[config.mk]
export PLATFORM = sky130hd
export DESIGN_NAME = alu_arbiter
export DESIGN_NICKNAME = d
export VERILOG_FILES = /design/src/rtl/alu_pkg.sv /design/src/rtl/rr_arb2.sv /design/src/rtl/alu_arbiter.sv
export SDC_FILE = /design/constraint.sdc
export NUM_CORES = 1
export LEC_CHECK = 0
export BUFFER_PORTS_ARGS = -buffer_cell sky130_fd_sc_hd__buf_4
export CAP_MARGIN = 20
export CORE_ASPECT_RATIO = 0.5
export CORE_MARGIN = 5
export CORE_UTILIZATION = 41
export DETAILED_ROUTE_END_ITERATION = 12
export PLACE_DENSITY = 0.75
export SKIP_LAST_GASP = 1
export SYNTH_ARGS = -nofsm -noshare
export SYNTH_HDL_FRONTEND = slang
export SYNTH_HIERARCHICAL = 1
export SYNTH_SLANG_ARGS = --single-unit
[constraint.sdc]
create_clock -name clk -period 1.3 [get_ports clk]
set_input_delay 0.325 -clock clk [delete_from_list [all_inputs] [get_ports clk]]
set_output_delay 0.325 -clock clk [all_outputs]
set_load 0.02 [all_outputs]
[src/rtl/alu_pkg.sv]
// Shared defaults and FSM encoding for the ALU arbiter slice.
package alu_pkg;
  localparam int WIDTH_DEF = 8;
  localparam int SELW_DEF  = 4;
  localparam int CNTW_DEF  = 16;

  typedef enum logic [1:0] {
    IDLE = 2'd0,
    EXEC = 2'd1,
    RESP = 2'd2
  } state_t;
endpackage

[src/rtl/rr_arb2.sv]
// Two-way round-robin grant, purely combinational; a lone requester always wins,
// and on a tie the requester that was not granted last wins.
module rr_arb2 (
  input  logic [1:0] valid,
  input  logic       last_grant,
  output logic [1:0] grant
);
  assign grant[0] = valid[0] & (~valid[1] | last_grant);
  assign grant[1] = valid[1] & (~valid[0] | ~last_grant);
endmodule

[src/rtl/alu_arbiter.sv]
// Shares one external combinational ALU between two requesters: accept, execute, respond.
// Accept edge -> response valid 2 cycles later; result held until the owner takes it.
module alu_arbiter
  import alu_pkg::*;
#(
  parameter int WIDTH = WIDTH_DEF,
  parameter int SELW  = SELW_DEF,
  parameter int CNTW  = CNTW_DEF
) (
  input  logic             clk,
  input  logic             rst_n,
  input  logic             req0_valid,
  input  logic [WIDTH-1:0] req0_a,
  input  logic [WIDTH-1:0] req0_b,
  input  logic [SELW-1:0]  req0_sel,
  output logic             req0_ready,
  input  logic             req1_valid,
  input  logic [WIDTH-1:0] req1_a,
  input  logic [WIDTH-1:0] req1_b,
  input  logic [SELW-1:0]  req1_sel,
  output logic             req1_ready,
  output logic             rsp0_valid,
  output logic             rsp1_valid,
  input  logic             rsp0_ready,
  input  logic             rsp1_ready,
  output logic [WIDTH-1:0] rsp_data,
  output logic             rsp_cout,
  output logic [WIDTH-1:0] alu_a,
  output logic [WIDTH-1:0] alu_b,
  output logic [SELW-1:0]  alu_sel,
  input  logic [WIDTH-1:0] alu_out,
  input  logic             alu_cout,
  output logic             busy,
  output logic [CNTW-1:0]  ops_done
);
  state_t     state, state_nx;
  logic       owner;
  logic       last_grant;
  logic [1:0] grant;
  logic       accept;
  logic       done;

  rr_arb2 u_arb (
    .valid      ({req1_valid, req0_valid}),
    .last_grant (last_grant),
    .grant      (grant)
  );

  always_comb begin
    state_nx   = state;
    req0_ready = 1'b0;
    req1_ready = 1'b0;
    rsp0_valid = 1'b0;
    rsp1_valid = 1'b0;
    accept     = 1'b0;
    done       = 1'b0;
    case (state)
      IDLE: begin
        req0_ready = grant[0];
        req1_ready = grant[1];
        if (|grant) begin
          accept   = 1'b1;
          state_nx = EXEC;
        end
      end
      EXEC: state_nx = RESP;
      RESP: begin
        rsp0_valid = ~owner;
        rsp1_valid = owner;
        // Only the owner's ready completes the response; the other side is ignored.
        if (owner ? rsp1_ready : rsp0_ready) begin
          done     = 1'b1;
          state_nx = IDLE;
        end
      end
      default: state_nx = IDLE;
    endcase
  end

  assign busy = (state != IDLE);

  always_ff @(posedge clk or negedge rst_n) begin
    if (!rst_n) begin
      state      <= IDLE;
      owner      <= 1'b0;
      last_grant <= 1'b1;
      alu_a      <= '0;
      alu_b      <= '0;
      alu_sel    <= '0;
      rsp_data   <= '0;
      rsp_cout   <= 1'b0;
      ops_done   <= '0;
    end else begin
      state <= state_nx;
      // Operand registers drive the ALU directly and keep their value until the next accept.
      if (accept) begin
        owner   <= grant[1];
        alu_a   <= grant[1] ? req1_a   : req0_a;
        alu_b   <= grant[1] ? req1_b   : req0_b;
        alu_sel <= grant[1] ? req1_sel : req0_sel;
      end
      if (state == EXEC) begin
        rsp_data <= alu_out;
        rsp_cout <= alu_cout;
      end
      if (done) begin
        last_grant <= owner;
        ops_done   <= ops_done + {{(CNTW-1){1'b0}}, 1'b1};
      end
    end
  end
endmodule

==> results_dict.tcl, run 1 <==
set metrics [dict create \
    run_status "complete, but fails checks" \
    violations_in_the_final_reports "setup timing" \
    postSynth.topFlopCell "dfrtp_1" \
    internal_power_consumption_mw 4.82 \
    p_per_area_nw_per_um2 2150 \
    ys_warn_count 6 \
    seqCellArea_um2 1240 \
    grt_first_pass_wirelength_um 9630 \
    clock_power_share_pct 14.6 \
    antenna_cells_inserted 0 \
    p_leak_nw 1.77 \
    min_delay_path_depth 2 \
    synthesis.area_per_instance_um2 11.5 \
    final.setup_skew_ps 9.47 \
    share_seq_of_total_power_pct 32.2 \
    power.switching_fraction_pct 38.7 \
    ctsLongestPathBuffers 2 \
    clkSlewWorstSetupHoldPaths_ps 90 \
    pwr-share-comb_pct 53.2 \
    synth.lib_cells_used.distinct 29 \
    final_period_utilization_pct 128 \
    finalNetCount 382 \
    synthesis.nets 244 \
    synth_async_sr_flop_share_pct 100 \
    synth_edf_count 0 \
    port_buffers 104 \
    post-route-worst-setup-slack_ps -366 \
    total_number_of_vias 1967 \
    stdcell_area_um2 3650 \
    synth_area_um2 2170 \
    most_used_standard_cell_by_instance_count_after_synthesis "dfrtp_1" \
    fp-row-count 18 \
    floorplan.die.width_um 113 \
    worst_r2r_path_depth 6 \
    critPathRequiredTime_ps 980 \
    placed_cells_incl_taps 374 \
    drive_above_1_share_pct 57.2 \
    multi_input_comb_area_um2 1010 \
    grt_pass1_vias 1999 \
    yosys_register_bits 49 \
    gr-total-overflow 0 \
    maximum_number_of_pins_on_one_net_before_global_route_repair 42 \
    synth_area_leaders "dfrtp_1 55%, mux2i_1 9.7%, xnor2_1 5.7%" \
    crit_fanout 3 \
    first_iter_violations 117 \
    globalplace.congestion 0.761 \
    routed_wirelength_um 6620 \
    cts.htree.levels 2 \
    clock_sink_count 49 \
    endpoint_kind "output pin" \
    final-setup-viol-count 45 \
    cts_root_buf "clkbuf_8" \
    hold-worst-slack_ps 242 \
    synthCells 188 \
    final_worst_path_period_need_ps 1670 \
    cap_violations 0 \
    ff2ff_setup_slack_ps -230 \
    post-synth-top-area-cell "dfrtp_1" \
    timing_hold_violations_final 0 \
    timing_worst_setup_path_type "flop to output pin" \
    synth_top_cell_area_share_pct 55.5 \
    hold_path_endpoint "rsp_cout" \
    ir_worst_vdd_mv 1.04 \
    drc_errors 0 \
    dp_hpwl_um 4230 \
    boundaryPins 105 \
    global_route.usage.total_pct 17.8 \
    cts_inserted_buffers 5 \
    ant_nets 0 \
    place_area_um2 3210 \
    worst_slew_pin_slew_ps 246 \
    start_util_pct 43.1 \
    r2r_start "owner" \
    timing_max_transition_violations_final 0 \
    worstSkewPairLatency_ps 310 \
    sequential_to_total_area_share_from_yosys_stat_pct 56.7 \
    antenna_found_initial 0 \
    fin_cells 397 \
    hold_start "alu_cout" \
    cp-start-kind "flop" \
    synth.top_cells.by_count "48 x dfrtp_1, 23 x nor2_1, 21 x mux2i_1" \
    area_delta_synth_final_pct 68.7 \
    floorplan.core_area_um2 5020 \
    crit_arrival_ps 1340 \
    chipHeight_um 61.4 \
    rsz0062_at_grt "true" \
    power.net_switching_mw 3.05 \
    dr.pass1.iters 4 \
    via_per_inst 4.95 \
    r2r_end "ops_done[13]" \
    die-area_um2 6920 \
    tritoncts "built" \
    min_path_type "input port to flop" \
    routed_wire_length_per_instance_um 16.7 \
    nFillCells 339 \
    fmax_ghz 0.600 \
    relSlewSlack_pct 83.3 \
]
==> routing by layer <==
metal / GRT usage, % / up-vias / part of all wire, %
li1: - / 929 / -
met1: 19.3 / 989 / 40
met2: 34.8 / 43 / 56
met3: 4.32 / 6 / 3.5
met4: 6.85 / 0 / 1.0
met5: 0 / - / 0
==> stage by stage <==
stage	power, mW	utilization, %	setup slack [ps]	setup TNS [ps]
floorplan	4.37	-	-7.39	-137
detailed placement	6.04	63.9	-132	-2600
global placement	5.93	63.9	-43.5	-934
finish	7.87	72.8	-366	-6800
CTS	7.48	70.6	-341	-6380
global route	8.28	72.8	-435	-10310
==> logic make-up (layout without fill, tap and decap cells) <==
family | after synthesis | count (layout) | synth area share (%)
mux | 31 | 31 | 14.9
buf+inv | 10 | 149 | 2.08
fa+ha+maj | 1 | 1 | 0.578
xor+xnor | 15 | 15 | 6.07
compound gates | 26 | 26 | 6.70
simple gates | 56 | 56 | 13.0
flops | 49 | 49 | 56.7
==> worst max-delay path by stage <==
stage,start,endpoint,depth (start not counted)
2_1_floorplan,last_grant,alu_b[0],4
3_3_place_gp,last_grant,alu_a[1],6
3_5_place_dp,last_grant,alu_a[6],6
4_1_cts,last_grant,req0_ready,5
5_1_grt,state[0],rsp1_valid,4
6_report,state[0],rsp1_valid,4
==> critical path, stage by stage (launching register included) <==
cell	delay, ps
dfrtp_1	430
buf_4	170
nor2b_4	130
and2_2	170
buf_4	140
==> cell type report <==
class                   count  share of cell area, %
flip-flops and latches     49                   33.9
well taps                  70                   2.40
clock buffers               6                   2.26
clock inverters             2                   1.03
repair buffers            138                   32.5
multi-input cells         129                   27.6
inverters                   3                  0.308
==> sequential cells by signal, summed over array words and instances, names as in the netlist <==
| name | flops |
|---|---|
| alu_sel | 4 |
| alu_b | 8 |
| owner | 1 |
| rsp_cout | 1 |
| state | 2 |
| rsp_data | 8 |
| ops_done | 16 |
| alu_a | 8 |
| last_grant | 1 |
==> repair_timing <==
action / CTS / global route
hold buffers: 1 / 0
cloned: 1 / 2
pin swaps: 13 / 16
gates resized for setup: 31 / 19
hold endpoints to repair: 13 / 0
setup buffers: 10 / 7
setup endpoints to repair: 45 / 55
==> power by group through the flow <==
stage,clock network (mW),registers [mW],logic (mW)
after global placement,0,2.49,3.45
final,1.15,2.53,4.19
after CTS,1.17,2.50,3.82
after floorplan,0,3.12,1.25
after global routing,1.23,2.59,4.46
after detailed placement,0,2.51,3.53
==> cells in the final DEF (no fill, tap or decap), types with 2 or more instances in the layout <==
cell type    n
dfrtp_2      9
dfrtp_1     39
mux2i_1     20
buf_6       22
clkbuf_8     6
and3_1       5
mux2_2       9
buf_4      110
nor2_4       2
nor2_1      20
xnor2_1     13
nand3_4      2
nand4_1      9
nand2_1      5
buf_12       4
a21boi_2     2
a21oi_1     20
nand2_2      2
inv_1        2
Note: power is estimated with default switching activity, not from simulation.
==> inputs of run 2 (changes only) <==
--- a/config.mk
+++ b/config.mk
@@ -11,4 +11,5 @@
 export CORE_MARGIN = 5
 export CORE_UTILIZATION = 41
+export CTS_CLUSTER_DIAMETER = 50
 export DETAILED_ROUTE_END_ITERATION = 12
 export PLACE_DENSITY = 0.75
==> constraint.sdc (replaced) <==
create_clock -name clk -period 1.3 [get_ports clk]
set_input_delay 0 -clock clk [delete_from_list [all_inputs] [get_ports clk]]
set_output_delay 0 -clock clk [all_outputs]
set_load 0.02 [all_outputs]
==> results_dict.tcl, run 2 (synthesized netlist as in run 1, its figures left out) <==
set metrics [dict create \
    timing_worst_setup_path_type "flop to flop" \
    ir_worst_vdd_mv 1.08 \
    stdcell_area_um2 3660 \
    pwr-share-comb_pct 54.3 \
    power.switching_fraction_pct 39.9 \
    final.setup_skew_ps 11.1 \
    routed_wirelength_um 6530 \
    antenna_found_initial 0 \
    post-route-worst-setup-slack_ps -105 \
    die-area_um2 6920 \
    antenna_cells_inserted 0 \
    share_seq_of_total_power_pct 33.7 \
    endpoint_kind "flop" \
    timing_max_transition_violations_final 0 \
    crit_fanout 11 \
    floorplan.die.width_um 113 \
    relSlewSlack_pct 58.8 \
    drc_errors 0 \
    fp-row-count 18 \
    first_iter_violations 68 \
    worstSkewPairLatency_ps 310 \
    largest_register_ff_count 16 \
    clock_sink_count 49 \
    final.setup.tns_ps -1750 \
    cap_violations 0 \
    via_per_inst 4.93 \
    final_period_utilization_pct 108 \
    fmax_ghz 0.712 \
    boundaryPins 105 \
    chipHeight_um 61.4 \
    grt_first_pass_wirelength_um 9830 \
    rsz0062_at_grt "true" \
    cts_inserted_buffers 5 \
    total_number_of_vias 2007 \
    worst_slew_pin_slew_ps 618 \
    place_area_um2 3180 \
    clock_power_share_pct 12.0 \
    dr.pass1.iters 4 \
    start_util_pct 43.1 \
    final-setup-viol-count 28 \
    mostFrequentLayoutCells "115 x buf_4, 39 x dfrtp_1, 22 x dlygate4sd3_1, 20 x mux2i_1, 20 x nor2_1" \
    run_status "complete, but fails checks" \
    global_route.usage.total_pct 17.9 \
    port_buffers 104 \
    cts.htree.levels 2 \
    top_register "ops_done" \
    power.net_switching_mw 3.00 \
    dp_hpwl_um 4180 \
    routed_wire_length_per_instance_um 16.0 \
    post-layout-total-power_mw 7.53 \
    cp-start-kind "flop" \
    final_worst_path_period_need_ps 1400 \
    cts_root_buf "clkbuf_8" \
    floorplan.core_area_um2 5020 \
    min_path_type "input port to flop" \
    ff2ff_setup_slack_ps -100 \
    tritoncts "built" \
    timing_hold_violations_final 2 \
    finalNetCount 392 \
    gr-total-overflow 0 \
    internal_power_consumption_mw 4.53 \
    area_delta_synth_final_pct 69.0 \
    ant_nets 0 \
    commonest_non_fill_non_tap_cell_in_the_layout "buf_4" \
    drive_above_1_share_pct 50.1 \
    hold-worst-slack_ps -5.65 \
    p_per_area_nw_per_um2 2060 \
    crit_arrival_ps 1630 \
    maximum_number_of_pins_on_one_net_before_global_route_repair 50 \
    critPathRequiredTime_ps 1520 \
    ctsLongestPathBuffers 2 \
    grt_pass1_vias 2141 \
    p_leak_nw 1.75 \
    violations_in_the_final_reports "hold timing, setup timing" \
    clkSlewWorstSetupHoldPaths_ps 90 \
    globalplace.congestion 0.744 \
]
## run 2: what timing repair did
action / in CTS / in global routing
setup buffers: 1 / 1
endpoints found under the setup margin: 34 / 39
endpoints found under the hold margin: 64 / 0
cloned: 2 / 0
resized for setup: 14 / 16
hold buffers: 22 / 0
pin swaps: 6 / 4
## run 2: worst max-delay path, stage by stage, from the launching register on
cell and delay (ps):
dfstp_2 570, inv_2 60, a21boi_4 150, o21a_4 220, buf_12 150, nor2_1 40, a21oi_1 130
## run 2: cell type report
cell class                      count  area [um2]
Clock buffer                        7        76.3
Clock inverter                      1        7.51
Fill cell                         340        1360
Inverter                            3        11.3
Multi-Input combinational cell    129         973
Sequential cell                    49        1240
Tap cell                           70        87.6
Timing Repair Buffer              148        1270
## run 2: final timing paths
| check | start | end | cells after the start |
|---|---|---|---|
| setup / recovery | last_grant | alu_sel[2] | 6 |
| hold / removal | req0_a[2] | alu_a[2] | 3 |
| setup reg to reg | last_grant | alu_sel[2] | 6 |
| hold reg to reg | ops_done[15] | ops_done[15] | 1 |
| max in group asynchronous | rst_n | state[0] | 2 |
| min in group asynchronous | rst_n | alu_a[2] | 2 |
## run 2: power groups by stage
stage	sequential (mW)	combinational, mW	clock (mW)
floorplan	3.12	1.25	0
global placement	2.49	3.45	0
detailed placement	2.52	3.53	0
CTS	2.51	3.90	0.912
global route	2.62	4.33	0.975
finish	2.54	4.09	0.902
## run 2: layer usage
metal | global-route usage (%) | wire, um | up-vias
met3 | 3.04 | 281 | 11
met5 | 0 | 0 | -
met1 | 19.3 | 2330 | 996
met2 | 37.4 | 3840 | 53
li1 | - | - | 947
met4 | 5.31 | 81 | 0
## run 2: per-stage QoR
step	instances	hold WS [ps]	setup WS (ps)	util, %
floorplan	188	-296	-7.39	-
global placement	373	48.1	-40.0	63.3
detailed placement	373	56.2	-133	63.3
CTS	406	1.41	-100	71.6
global route	407	3.03	-186	72.9
finish	407	-5.65	-105	72.9
==> inputs of run 3 (changes only) <==
MAX_ROUTING_LAYER = met4   (was not set)
TNS_END_PERCENT = 1   (was not set)
clock period = 1.2 ns   (was 1.3 ns; I/O delays follow)
==> results_dict.tcl, run 3 (synthesized netlist as in run 1, its figures left out) <==
set metrics [dict create \
    final_worst_path_period_need_ps 1490 \
    drive_above_1_share_pct 58.3 \
    gr-total-overflow 0 \
    grt.met2_usage_pct 35.4 \
    largest_register_ff_count 16 \
    worst_slew_pin_slew_ps 606 \
    first_iter_violations 85 \
    grt.met1_usage_pct 21.9 \
    fin_util_pct 75.9 \
    seqCellArea_um2 1240 \
    critPathTopFamily "flip-flops" \
    clock_sink_count 49 \
    timing_max_transition_violations_final 0 \
    dp_hpwl_um 4410 \
    cts_inserted_buffers 5 \
    cts.htree.levels 2 \
    crit_arrival_ps 1720 \
    cap_violations 0 \
    antenna_found_initial 0 \
    mostFrequentLayoutCells "129 x buf_4, 40 x dfrtp_1, 21 x mux2i_1, 14 x xnor2_1, 14 x dlygate4sd3_1" \
    violations_in_the_final_reports "setup timing" \
    cp.buffers_inverters 3 \
    critPathRequiredTime_ps 1430 \
    dr.pass1.iters 4 \
    nFillCells 308 \
    globalplace.congestion 0.795 \
    fmax_ghz 0.670 \
    cp-start-kind "flop" \
    antenna_cells_inserted 0 \
    rsz0062_at_grt "true" \
    relSlewSlack_pct 59.6 \
    post-route-worst-setup-slack_ps -293 \
    tritoncts "built" \
    final-setup-viol-count 53 \
    floorplan.die.width_um 113 \
    ctsLongestPathBuffers 2 \
    post-layout-total-power_mw 8.93 \
    finalNetCount 398 \
    timing_hold_violations_final 0 \
    cp_cell_sequence "inv_2, a21boi_4, o21a_4, buf_12, clkbuf_16, nor2_4, a21oi_2" \
    crit_fanout 4 \
    multi_input_comb_area_um2 1030 \
    die-area_um2 6920 \
    routed_wire_length_per_instance_um 16.9 \
    use_met3_pct 4.22 \
    p_leak_nw 1.82 \
    routed_wirelength_um 7000 \
    start_util_pct 43.1 \
    cts_root_buf "clkbuf_8" \
    ant_nets 0 \
    grt_first_pass_wirelength_um 10300 \
    via_per_inst 4.99 \
    top_register "ops_done" \
    total_number_of_vias 2062 \
    worstSkewPairLatency_ps 300 \
    chipHeight_um 61.4 \
    critical-path-max-stage-delay_ps 570 \
    area_delta_synth_final_pct 75.9 \
    grt_pass1_vias 2202 \
    critPathSlowestCell "dfstp_2" \
    maximum_number_of_pins_on_one_net_before_global_route_repair 50 \
    commonest_non_fill_non_tap_cell_in_the_layout "buf_4" \
    min_path_type "input port to flop" \
    boundaryPins 105 \
    p_per_area_nw_per_um2 2340 \
    final_period_utilization_pct 124 \
    clkSlewWorstSetupHoldPaths_ps 90 \
    floorplan.core_area_um2 5020 \
    global_route.usage.total_pct 19.4 \
    endpoint_kind "flop" \
    timing_worst_setup_path_type "flop to flop" \
    port_buffers 104 \
    fp-row-count 18 \
    ir_worst_vdd_mv 1.23 \
    drc_errors 0 \
    busiest_layer "met2" \
    final.setup_skew_ps 7.94 \
    run_status "complete, but fails checks" \
]
run 3: what timing repair did:
action	4_1_cts	5_1_grt
resized for setup	8	33
cloned	2	2
endpoints found under the hold margin	61	0
hold buffers	14	0
pin swaps	2	2
setup buffers	3	0
endpoints found under the setup margin	43	54
run 3: worst register-to-register path, stage by stage (launching register included):
cell and delay (ps):
dfstp_2 570, inv_2 50, a21boi_4 180, o21a_4 210
buf_12 130, clkbuf_16 160, nor2_4 40, a21oi_2 100
run 3: path summary, 6_finish.rpt:
check,endpoint,slack [ps],start,depth (start not counted)
max,alu_sel[2],-290,last_grant,7
min reg2reg,ops_done[15],480,ops_done[15],1
min,alu_b[0],2,req1_b[0],3
max reg2reg,alu_sel[2],-290,last_grant,7
min in group asynchronous,rsp_data[7],260,rst_n,2
max in group asynchronous,ops_done[6],510,rst_n,2
run 3: through the flow:
step	std cells	instance area [um2]	setup slack [ps]	hold slack, ps	setup TNS, ps
global route	413	3810	-332	2.58	-11720
finish	413	3810	-293	2.24	-8830
floorplan	188	2220	-79.8	-296	-1960
CTS	412	3670	-213	1.30	-6210
global placement	385	3300	-123	53.4	-3030
detailed placement	385	3300	-201	57.2	-4680
run 3: area by class of cell:
| type | count | share of cell area, % |
|---|---|---|
| inverter | 3 | 0.296 |
| sequential | 49 | 32.5 |
| tap | 70 | 2.30 |
| clock buffer | 7 | 2.53 |
| multi-input combinational | 129 | 27.2 |
| clock inverter | 1 | 0.131 |
| timing repair buffer | 154 | 35.1 |
run 3: power by group:
| group | internal [mW] | switching (mW) | total (mW) |
|---|---|---|---|
| combinational | 2.55 | 2.52 | 5.07 |
| sequential | 2.30 | 0.500 | 2.80 |
| clock | 0.522 | 0.537 | 1.06 |
| total | 5.37 | 3.56 | 8.93 |
run 3: per-layer routing:
| layer | share of wire, % | wire (um) |
|---|---|---|
| met2 | 56 | 3890 |
| met4 | 1.2 | 82 |
| met3 | 4.4 | 307 |
| met1 | 39 | 2710 |
| met5 | 0 | 0 |
